### config.mk
export PLATFORM = sky130hd
export DESIGN_NAME = pp_pipeline_accel_divsub_22s_21ns_10ns_8s_flat
export DESIGN_NICKNAME = d
export VERILOG_FILES = /design/src/rtl/pp_pipeline_accel_divsub_22s_21ns_10ns_8s_if.sv /design/src/rtl/pp_pipeline_accel_divsub_22s_21ns_10ns_8s.sv /design/src/flat_wrapper.sv
export SDC_FILE = /design/constraint.sdc
export NUM_CORES = 1
export LEC_CHECK = 0
export CAP_MARGIN = 20
export CORE_MARGIN = 3
export CORE_UTILIZATION = 55
export CTS_BUF_LIST = sky130_fd_sc_hd__clkbuf_8
export CTS_CLUSTER_DIAMETER = 80
export DETAILED_ROUTE_END_ITERATION = 10
export GPL_ROUTABILITY_DRIVEN = 0
export PLACE_DENSITY = 0.84
export REMOVE_ABC_BUFFERS = 1
export SLEW_MARGIN = 5
export SYNTH_ARGS = -nofsm -noshare
export SYNTH_HDL_FRONTEND = slang
export SYNTH_SLANG_ARGS = --single-unit
### constraint.sdc
create_clock -name clk -period 8.2 [get_ports clk]
set_input_delay 0.82 -clock clk [delete_from_list [all_inputs] [get_ports clk]]
set_output_delay 0.82 -clock clk [all_outputs]
set_load 0.05 [all_outputs]
### src/rtl/pp_pipeline_accel_divsub_22s_21ns_10ns_8s_if.sv
// Handshake and data bundle for the divsub unit.
//   start  : request, accepted when ready and ce are high on a clock edge
//   din0   : p, 22-bit signed
//   din1   : b, 10-bit unsigned divisor
//   din2   : c, 21-bit unsigned offset
//   ready  : unit is idle
//   done   : one-cycle result-valid strobe
//   dout   : saturated signed 8-bit quotient
//   rem    : signed 11-bit remainder (sign follows the dividend)
//   ovf    : quotient was saturated
//   div0   : divisor was zero
interface pp_pipeline_accel_divsub_22s_21ns_10ns_8s_if;
  logic        start;
  logic [21:0] din0;
  logic [9:0]  din1;
  logic [20:0] din2;
  logic        ready;
  logic        done;
  logic [7:0]  dout;
  logic [10:0] rem;
  logic        ovf;
  logic        div0;

  modport master (
    output start, din0, din1, din2,
    input  ready, done, dout, rem, ovf, div0
  );

  modport slave (
    input  start, din0, din1, din2,
    output ready, done, dout, rem, ovf, div0
  );
endinterface

### src/rtl/pp_pipeline_accel_divsub_22s_21ns_10ns_8s.sv
// Iterative restoring divider recovering a = (p - c) / b from the muladd stage result.
// Produces a saturated signed 8-bit quotient plus the true signed remainder.
// Ports:
//   clk   : rising-edge clock
//   reset : asynchronous active-high reset
//   ce    : global clock enable; all state holds while low
//   bus   : slave side of the start/ready/done handshake and data (see the _if file)
// One operation takes 22 CALC edges plus one FIX edge after the accept edge.
module pp_pipeline_accel_divsub_22s_21ns_10ns_8s #(
  parameter int unsigned ID         = 32'd1,
  parameter int unsigned din0_WIDTH = 22,
  parameter int unsigned din1_WIDTH = 10,
  parameter int unsigned din2_WIDTH = 21,
  parameter int unsigned dout_WIDTH = 8
) (
  input  logic clk,
  input  logic reset,
  input  logic ce,
  pp_pipeline_accel_divsub_22s_21ns_10ns_8s_if.slave bus
);

  // Widths are fixed by the interface; the parameters exist only as instance tags.
  logic unused_params;
  assign unused_params = ^{ID, din0_WIDTH, din1_WIDTH, din2_WIDTH, dout_WIDTH};

  typedef enum logic [1:0] {StIdle, StCalc, StFix} state_e;

  state_e      state_q, state_d;
  logic [4:0]  cnt_q, cnt_d;
  logic        sign_q, sign_d;
  logic [21:0] dvd_q, dvd_d;    // |D| shifts out the top while quotient bits shift in below
  logic [9:0]  div_q, div_d;
  logic [9:0]  prem_q, prem_d;  // partial remainder, always < b
  logic        done_q, done_d;
  logic [7:0]  dout_q, dout_d;
  logic [10:0] rem_q, rem_d;
  logic        ovf_q, ovf_d;
  logic        div0_q, div0_d;

  logic [22:0] dividend;
  logic [21:0] dividend_abs;
  logic [10:0] trial;
  logic        fits;
  logic        q_sat;

  // D = sext(p) - zext(c); |D| < 2^22 so the low 22 bits of the negation are exact.
  assign dividend     = {bus.din0[21], bus.din0} - {2'b00, bus.din2};
  assign dividend_abs = dividend[22] ? (~dividend[21:0] + 22'd1) : dividend[21:0];

  assign trial = {prem_q, dvd_q[21]};
  assign fits  = (trial >= {1'b0, div_q});

  // Negative quotients may reach -128 without clamping, positive ones only 127.
  assign q_sat = sign_q ? (dvd_q > 22'd128) : (dvd_q[21:7] != 15'd0);

  always_comb begin
    state_d = state_q;
    cnt_d   = cnt_q;
    sign_d  = sign_q;
    dvd_d   = dvd_q;
    div_d   = div_q;
    prem_d  = prem_q;
    done_d  = 1'b0;
    dout_d  = dout_q;
    rem_d   = rem_q;
    ovf_d   = ovf_q;
    div0_d  = div0_q;

    unique case (state_q)
      StIdle: begin
        if (bus.start) begin
          sign_d  = dividend[22];
          dvd_d   = dividend_abs;
          div_d   = bus.din1;
          prem_d  = 10'd0;
          cnt_d   = 5'd21;
          state_d = StCalc;
        end
      end
      StCalc: begin
        // When fits, the difference is below b and so fits in 10 bits.
        prem_d = fits ? (trial[9:0] - div_q) : trial[9:0];
        dvd_d  = {dvd_q[20:0], fits};
        if (cnt_q == 5'd0) begin
          state_d = StFix;
        end else begin
          cnt_d = cnt_q - 5'd1;
        end
      end
      StFix: begin
        done_d  = 1'b1;
        state_d = StIdle;
        if (div_q == 10'd0) begin
          div0_d = 1'b1;
          ovf_d  = 1'b0;
          rem_d  = 11'd0;
          dout_d = sign_q ? 8'h80 : 8'h7f;
        end else begin
          div0_d = 1'b0;
          ovf_d  = q_sat;
          rem_d  = sign_q ? (~{1'b0, prem_q} + 11'd1) : {1'b0, prem_q};
          if (sign_q) begin
            dout_d = q_sat ? 8'h80 : (~dvd_q[7:0] + 8'd1);
          end else begin
            dout_d = q_sat ? 8'h7f : dvd_q[7:0];
          end
        end
      end
      default: state_d = StIdle;
    endcase
  end

  always_ff @(posedge clk or posedge reset) begin
    if (reset) begin
      state_q <= StIdle;
      cnt_q   <= 5'd0;
      sign_q  <= 1'b0;
      dvd_q   <= 22'd0;
      div_q   <= 10'd0;
      prem_q  <= 10'd0;
      done_q  <= 1'b0;
      dout_q  <= 8'd0;
      rem_q   <= 11'd0;
      ovf_q   <= 1'b0;
      div0_q  <= 1'b0;
    end else if (ce) begin
      state_q <= state_d;
      cnt_q   <= cnt_d;
      sign_q  <= sign_d;
      dvd_q   <= dvd_d;
      div_q   <= div_d;
      prem_q  <= prem_d;
      done_q  <= done_d;
      dout_q  <= dout_d;
      rem_q   <= rem_d;
      ovf_q   <= ovf_d;
      div0_q  <= div0_d;
    end
  end

  assign bus.ready = (state_q == StIdle);
  assign bus.done  = done_q;
  assign bus.dout  = dout_q;
  assign bus.rem   = rem_q;
  assign bus.ovf   = ovf_q;
  assign bus.div0  = div0_q;

endmodule

### src/flat_wrapper.sv
// flat-port wrapper written by rule: the top's interface ports become plain ports
module pp_pipeline_accel_divsub_22s_21ns_10ns_8s_flat 
#(
  parameter int unsigned ID         = 32'd1,
  parameter int unsigned din0_WIDTH = 22,
  parameter int unsigned din1_WIDTH = 10,
  parameter int unsigned din2_WIDTH = 21,
  parameter int unsigned dout_WIDTH = 8
)
  (clk, reset, ce, bus_start, bus_din0, bus_din1, bus_din2, bus_ready, bus_done, bus_dout, bus_rem, bus_ovf, bus_div0);
  pp_pipeline_accel_divsub_22s_21ns_10ns_8s_if bus_i ();
  input  logic clk;
  input  logic reset;
  input  logic ce;
  input wire logic [$bits(bus_i.start)-1:0] bus_start;
  input wire logic [$bits(bus_i.din0)-1:0] bus_din0;
  input wire logic [$bits(bus_i.din1)-1:0] bus_din1;
  input wire logic [$bits(bus_i.din2)-1:0] bus_din2;
  output wire logic [$bits(bus_i.ready)-1:0] bus_ready;
  output wire logic [$bits(bus_i.done)-1:0] bus_done;
  output wire logic [$bits(bus_i.dout)-1:0] bus_dout;
  output wire logic [$bits(bus_i.rem)-1:0] bus_rem;
  output wire logic [$bits(bus_i.ovf)-1:0] bus_ovf;
  output wire logic [$bits(bus_i.div0)-1:0] bus_div0;
  assign bus_i.start = bus_start;
  assign bus_i.din0 = bus_din0;
  assign bus_i.din1 = bus_din1;
  assign bus_i.din2 = bus_din2;
  assign bus_ready = bus_i.ready;
  assign bus_done = bus_i.done;
  assign bus_dout = bus_i.dout;
  assign bus_rem = bus_i.rem;
  assign bus_ovf = bus_i.ovf;
  assign bus_div0 = bus_i.div0;
  pp_pipeline_accel_divsub_22s_21ns_10ns_8s #(.ID(ID), .din0_WIDTH(din0_WIDTH), .din1_WIDTH(din1_WIDTH), .din2_WIDTH(din2_WIDTH), .dout_WIDTH(dout_WIDTH)) u_core (.clk(clk), .reset(reset), .ce(ce), .bus(bus_i));
endmodule
==> results of run 1 <==
[kinds of logic after synthesis]
group	count (synthesis)	synth area share
mux	14	0.0248
fa+ha+maj	38	0.0847
flops	72	0.311
xor+xnor	48	0.0739
compound gates	215	0.243
buf+inv	86	0.0590
simple gates	232	0.204
[flip-flops by register name (all words and copies together), names as in the netlist]
signal and cells:
u_core.dvd_q 22, u_core.bus.rem 11, u_core.div_q 10, u_core.prem_q 10
u_core.bus.dout 8, u_core.cnt_q 5, u_core.state_q 2, u_core.bus.div0 1
u_core.bus.done 1, u_core.bus.ovf 1, u_core.sign_q 1
[cell usage after synthesis, types with 6 or more instances]
cell and n:
ha_1 36, nand4_1 8, mux2i_1 11, clkbuf_1 22
o221ai_1 7, a21oi_1 46, o21ai_0 68, nand2b_1 8
nand3_1 8, nor2b_1 8, dfrtp_1 72, o31ai_1 7
o22ai_1 19, nor4_1 11, o21a_1 6, a21o_1 9
nor2_1 48, o21ai_1 8, xor2_1 21, inv_1 58
nand2_1 85, xnor2_1 26, nor3_1 10, or3_1 12
[worst max-delay path by stage]
stage | to | slack [ns] | depth (start not counted)
after floorplan | u_core.prem_q[0]$_DFFE_PP0P_ | 3.64 | 11
after global placement | u_core.dvd_q[20]$_DFFE_PP0P_ | 4.01 | 14
after detailed placement | u_core.dvd_q[20]$_DFFE_PP0P_ | 3.91 | 14
after CTS | u_core.dvd_q[20]$_DFFE_PP0P_ | 4.28 | 14
after global routing | u_core.dvd_q[21]$_DFFE_PP0P_ | 4.03 | 14
final | u_core.dvd_q[20]$_DFFE_PP0P_ | 4.24 | 14
[power groups by stage]
stage	clock network (mW)	registers, mW	logic, mW
finish	0.322	0.573	0.895
global route	0.342	0.588	0.998
CTS	0.326	0.569	0.892
detailed placement	0	0.575	0.884
global placement	0	0.567	0.853
floorplan	0	0.610	0.616
[cell type report]
type | instances | area share
clock inverter | 6 | 0.0130
timing repair buffer | 84 | 0.120
inverter | 59 | 0.0321
tap | 133 | 0.0241
sequential | 72 | 0.261
multi-input combinational | 547 | 0.530
clock buffer | 10 | 0.0199
[worst min-delay path, cell delays in order, from the launching register on]
cell and delay, ns:
dfrtp_1 0.34, nand2_1 0.05, o21ai_0 0.06
[stage by stage]
stage	hold slack (ns)	worst slack [ns]	total power, mW	cells
2_1_floorplan	0.462	3.64	1.23	678
3_3_place_gp	0.460	4.01	1.42	895
3_5_place_dp	0.470	3.91	1.46	895
4_1_cts	0.488	4.28	1.79	911
5_1_grt	0.510	4.03	1.93	911
6_report	0.478	4.24	1.79	911
[metal layers]
layer | vias to the layer above | part of all wire
met5 | - | 0
met4 | 0 | 0.016
met1 | 2568 | 0.43
li1 | 2657 | -
met3 | 25 | 0.053
met2 | 188 | 0.50
==> metrics.txt, run 1 <==
largest cells by area after synthesis dfrtp_1 31%, ha_1 7.8%, o21ai_0 5.9%; met2 Resource Use GR 0.421; Sw Ratio 0.426; largest net degree at the start of global routing 73; post-cts resize count 0; Multi-input gate area 3660 sq um; commonest non-fill, non-tap cells in the layout 85 x nand2_1, 79 x clkdlybuf4s50_1, 72 x dfrtp_1; leakage power 3.02 nW; IO Port Bufs 79; most used routing layer met2; Setup TNS 0 ns; vias per std cell 5.97; switching power 762 uW; Post-synth EDFFs 0; top-area cell type share of the netlist area 0.311; DRT iter0 DRCs 340; Post-synth ARST share 1.00; Worst-Margin Slew 0.967 ns; relative slew slack 0.355; vias post-DR 5438; initial core utilization 0.579; Post-CTS Setup Bufs 0; clk root buf clkbuf_8; die width 109 um; Slowest-stage cell, CP clkdlybuf4s50_1; crit path launch bus_din2[0]; n_diodes 0; reg2reg setup slack 4.98 ns; sequential share of power 0.320; Worst Hold Class reg -> reg; FILL cells 813; Final period util 0.483; clock-pin slew on the worst setup and hold paths 0.08 ns; endpoints failing hold 0; total global routing overflow 0; WL final 13400 um; GRT Total Usage 0.235; Syn Std Cell Area ~5800 sq um; detailed placement HPWL 10100 um; IO Count 80; RSZ-0062 raised after global routing false; Worst Path Buf+Inv 2; PwrDens 259 nW/um^2; CP peak stage delay ~0.47 ns; worst flop-to-flop path endpoint u_core.prem_q[0]$_DFFE_PP0P_; Initial DRT Pass Iterations 5; Hold Path End u_core.bus.rem[5]$_DFFE_PP0P_; Finished Cell Area around 7000 sq um; Crit path required time roughly 8.4 ns; H-tree levels 3; cts hold-fix bufs 0; Avg Synthesized Cell Area 8.22 sq um; first-pass GRT wire length 23100 um; Mapped Cells between 700 and 800; nets just under 900; antenna viol nets, final 0; top_reg_cell synth dfrtp_1; Die ar. 11800 sq um; Setup Skew 0.00797 ns; CP Max Fanout 22; CTS buffer count 9; Clock power frac 0.180; clock period minus worst slack 3.96 ns; r2r startpoint u_core.prem_q[0]$_DFFE_PP0P_; Worst Hold Path Cells 2; critical path class in -> reg; crit-path leading delay family compound AO/OA/AOI/OAI gates; die height between 100 and 150 um; CP endpoint kind flop; final setup violation count 0; final routed DRC violation total 0; yosys warns 0; Core Util, Final 0.690; status complete, no violations; max-cap violations 0; met3 Use GR 0.0326; flops & latches, synth 72; number of cell rows 36; Fmax 253 MHz; most common cell after layout, fill and taps aside nand2_1; GR met1 Demand/Resource 0.289; Pint 1.03 mW; max-slew violations 0; hold_sp u_core.bus.rem[5]$_DFFE_PP0P_; fraction of layout cells with a size suffix above 1 0.0707; R2R depth 12; proportion of synthesized chip area in sequential cells 0.311; vias in the first global route between 5k and 6k; CTS tree built; maximum vdd drop 0.142 mV; area post-placement roughly 6700 sq um; Clock Tree Buf Depth 2; clock latency on the worst-skew pair about 0.35 ns; Layout area overhead 19.2%; total clock sinks just over 70; Avg WL per Cell 14.7 um; Yosys cell types 79; Logic pwr share 0.500; Sequential Area 1800 sq um; Critical Path, Cell by Cell clkdlybuf4s50_1 > ha_1 > inv_1 > fa_1 > a21o_1 > a221oi_4 > nor3_2 > or2_4 > o311ai_4 > a21oi_2 > a41oi_1 > nor2_1 > xor2_1 > a21oi_1; type of origin of the critical path input port; Core ar. 10000 sq um; initial antenna violation count 0; Synth area leader dfrtp_1; Worst EP arrival around 4.1 ns
(Power assumes the default switching activity.)
==> inputs of run 2 (changes only) <==
Settings changed: CORE_UTILIZATION 55 to 52, PLACE_DENSITY 0.84 to 0.83.
Clock period 8.2 ns to 3.45 ns, I/O delays scaled along.
==> metrics.txt, run 2 (same netlist as run 1, synthesis figures left out) <==
Worst Hold Class in -> async; vias post-DR ~5.6k; Final period util 0.979; maximum vdd drop 0.401 mV; IO Port Bufs 79; Largest Register u_core.dvd_q; final routed DRC violation total 0; die width 112 um; endpoints failing hold 0; cts hold-fix bufs 0; Final Instance Count excl. Fillers 967; Core ar. 10600 sq um; reg2reg setup slack about 0.35 ns; post-layout worst setup margin between 0.07 and 0.08 ns; vias per std cell between 5 and 6; relative slew slack 0.588; DP Worst Slack -0.347 ns; Die ar. 12400 sq um; Layout area overhead 27.3%; PwrDens between 500 and 600 nW/um^2; CP endpoint kind flop; number of flip-flops in the largest register 22; IO Count 80; RSZ-0062 raised after global routing true; H-tree levels 3; critical path class in -> reg; status complete, no violations; antenna viol nets, final 0; clk root buf clkbuf_8; clock period minus worst slack 3.38 ns; final setup violation count 0; die height 112 um; Setup TNS 0 ns; vias in the first global route 5480; Crit path required time around 3.7 ns; initial core utilization 0.549; n_diodes 0; number of cell rows 37; DRT iter0 DRCs 312; Worst-Margin Slew 0.617 ns; total global routing overflow 0; total clock sinks 72; hold slack final 0.405 ns; total power 4.32 mW; Avg WL per Cell 14.6 um; CP Max Fanout 4; CTS tree built; initial antenna violation count 0; Fmax roughly 300 MHz; nets 921; area post-placement 7060 sq um; Initial DRT Pass Iterations 6; detailed placement HPWL 10800 um; Clock Tree Buf Depth 2; GRT Total Usage 0.221; commonest non-fill, non-tap cells in the layout 85 x nand2_1, 79 x clkdlybuf4s50_1, 72 x dfrtp_1; max-cap violations 0; type of origin of the critical path input port; largest net degree at the start of global routing 73; max-slew violations 0; fraction of layout cells with a size suffix above 1 0.144; Finished Cell Area 7380 sq um; Core Util, Final 0.699; WL final 14100 um; clock latency on the worst-skew pair approximately 0.35 ns; leakage power 3.29 nW; clock-pin slew on the worst setup and hold paths 0.08 ns; Worst EP arrival 3.61 ns; first-pass GRT wire length 23800 um; Placed Cells roughly 950; most common cell after layout, fill and taps aside nand2_1; CTS buffer count 9; Setup Skew between 0.01 and 0.015 ns
## run 2: changes by cell type in the layout (fill, tap and decap cells not counted), moves of 2 or more
cell and delta:
buf_4 +50, buf_12 +2, clkinvlp_4 +2, inv_6 -2
## run 2: final cells by class
cell class / instances / area [sq um]
clock buffers: 10 / 138
fillers: 811 / 3180
multi-input cells: 547 / 3720
inverters: 59 / 221
clock inverters: 6 / 67.6
well taps: 136 / 170
flip-flops and latches: 72 / 1800
repair buffers: 137 / 1250
## run 2: layer usage
layer	share of wire	wire (um)	track usage
met1	0.42	5860	0.264
met2	0.51	7240	0.402
met3	0.047	663	0.0250
met4	0.025	353	0.0957
met5	0	0	0
## run 2: worst max-delay path, stage by stage
cell and delay (ns):
clkdlybuf4s50_1 0.47, ha_2 0.17, inv_1 0.05, fa_2 0.34
a21o_1 0.24, a221oi_4 0.29, buf_6 0.15, nor3_2 0.05
nor4_1 0.36, o22ai_2 0.18, nor4_4 0.40, and4b_1 0.26
a211oi_2 0.08, mux2i_1 0.15, nor2_1 0.06
## run 2: path summary, 6_finish.rpt
| check | startpoint | endpoint | cells after the start |
|---|---|---|---|
| worst max-delay path | bus_din2[0] | u_core.dvd_q[21]$_DFFE_PP0P_ | 15 |
| worst min-delay path | reset | u_core.bus.dout[5]$_DFFE_PP0P_ | 3 |
| worst max register to register | u_core.prem_q[0]$_DFFE_PP0P_ | u_core.prem_q[0]$_DFFE_PP0P_ | 12 |
| worst min register to register | u_core.bus.rem[6]$_DFFE_PP0P_ | u_core.bus.rem[6]$_DFFE_PP0P_ | 2 |
| max in group asynchronous | reset | u_core.dvd_q[9]$_DFFE_PP0P_ | 3 |
| min in group clk | u_core.bus.rem[6]$_DFFE_PP0P_ | u_core.bus.rem[6]$_DFFE_PP0P_ | 2 |
## run 2: what timing repair did
| action | CTS | global route |
|---|---|---|
| buffers inserted | 0 | 6 |
| endpoints found under the setup margin | 0 | 16 |
| gates resized for setup | 0 | 13 |
## run 2: power breakdown
group          total [mW]  switching [mW]  internal, mW
Sequential           1.34           0.258          1.09
Combinational        2.29            1.26          1.03
Clock               0.688           0.332         0.356
Total                4.32            1.85          2.47
==> inputs of run 3 (changes only) <==
Settings changed: CORE_MARGIN 3 to 10.
==> metrics.txt, run 3 (same netlist as run 1, synthesis figures left out) <==
IO Count 80; CTS tree built; Initial DRT Pass Iterations 7; total clock sinks 72; initial antenna violation count 0; maximum vdd drop roughly 0.43 mV; max-cap violations 0; vias in the first global route 5592; DRT iter0 DRCs 447; number of cell rows 38; Crit path required time 3.68 ns; antenna viol nets, final 0; max-slew violations 0; leakage power 3.32 nW; clock period minus worst slack 3.30 ns; die width 126 um; clock latency on the worst-skew pair 0.36 ns; fraction of layout cells with a size suffix above 1 0.140; critical path class in -> reg; commonest non-fill, non-tap cells in the layout 85 x nand2_1, 79 x clkdlybuf4s50_1, 72 x dfrtp_1; CTS buffer count 9; Core Util, Final 0.682; endpoints failing hold 0; first-pass GRT wire length 25400 um; die height about 130 um; n_diodes 0; vias per std cell 5.82; Setup Skew 0.00850 ns; wl on met1 6000 um; relative slew slack 0.421; detailed placement HPWL 11500 um; Worst-Margin Slew 0.866 ns; Layout area overhead 28.2%; Placed Cells around 950; WL final 14900 um; number of flip-flops in the largest register 22; CP Max Fanout 4; Worst EP arrival around 3.5 ns; GRT Total Usage 0.183; Final Instance Count excl. Fillers 969; type of origin of the critical path input port; total power ~4.5 mW; Final period util 0.956; clock-pin slew on the worst setup and hold paths 0.08 ns; final setup violation count 0; FILL cells 817; nets 919; final routed DRC violation total 0; met2 WL post-DR between 7000 and 8000 um; R2R depth 12; clk root buf clkbuf_8; Worst Hold Class in -> async; IO Port Bufs 79; DR top layer met4; Core ar. 10900 sq um; most common cell after layout, fill and taps aside nand2_1; RSZ-0062 raised after global routing false; PwrDens 604 nW/um^2; reg2reg setup slack 0.30 ns; Largest Register u_core.dvd_q; H-tree levels 3; cts hold-fix bufs 0; Avg WL per Cell 15.4 um; CP endpoint kind flop; vias post-DR between 5k and 6k; Die ar. ~16000 sq um; total global routing overflow 0; metal3 WL around 870 um; status complete, no violations; Fmax 303 MHz; initial core utilization 0.532; largest net degree at the start of global routing between 50 and 60; Clock Tree Buf Depth 2
[run 3: through the flow]
step	area [sq um]	setup WS, ns	hold WS, ns	setup TNS [ns]
6_report	7430	0.152	0.231	0
5_1_grt	7430	0.00462	0.249	0
4_1_cts	7300	0.0584	0.491	0
3_5_place_dp	7050	-0.283	0.473	-3.05
3_3_place_gp	7050	-0.151	0.461	-1.37
2_1_floorplan	5670	-1.11	0.441	-10.15
[run 3: cell type report]
cell class                 count  area [sq um]  share of cell area
multi-input combinational    547          3750               0.505
clock inverter                 6           108              0.0145
tap                          140           175              0.0236
clock buffer                  10           138              0.0185
sequential                    72          1800               0.243
inverter                      59           221              0.0298
timing repair buffer         135          1240               0.166
[run 3: power breakdown]
part | switching, mW | internal [mW] | leakage (nW)
Clock | 0.324 | 0.497 | 0.128
Combinational | 1.29 | 1.03 | 2.29
Sequential | 0.259 | 1.09 | 0.903
[run 3: timing repair]
action	CTS	global route
gates resized for setup	0	14
buffers inserted	0	3
hold endpoints to repair	0	0
setup endpoints to repair	0	6
[run 3: routing by layer]
metal  vias up  global-route usage
li1       2755                   -
met1      2669               0.203
met2       183               0.334
met3        29              0.0448
met4         0              0.0556
met5         -                   0
[run 3: worst max-delay path, stage by stage]
cell and delay (ns):
clkdlybuf4s50_1 0.47, inv_1 0.04, ha_1 0.33, a21o_1 0.19, a221o_1 0.39, and2_4 0.19
nor4_1 0.50, o22ai_2 0.19, nor4_4 0.33, buf_4 0.16, nor2_1 0.05, xnor2_1 0.12
o22ai_1 0.14, o21ai_1 0.08
[run 3: final timing paths]
kind,startpoint,endpoint
max reg2reg,u_core.prem_q[0]$_DFFE_PP0P_,u_core.prem_q[0]$_DFFE_PP0P_
min in group clk,u_core.bus.ovf$_DFFE_PP0P_,u_core.bus.ovf$_DFFE_PP0P_
min,reset,u_core.bus.dout[2]$_DFFE_PP0P_
min reg2reg,u_core.bus.ovf$_DFFE_PP0P_,u_core.bus.ovf$_DFFE_PP0P_
max,bus_din2[7],u_core.dvd_q[15]$_DFFE_PP0P_
max in group asynchronous,reset,u_core.prem_q[8]$_DFFE_PP0P_
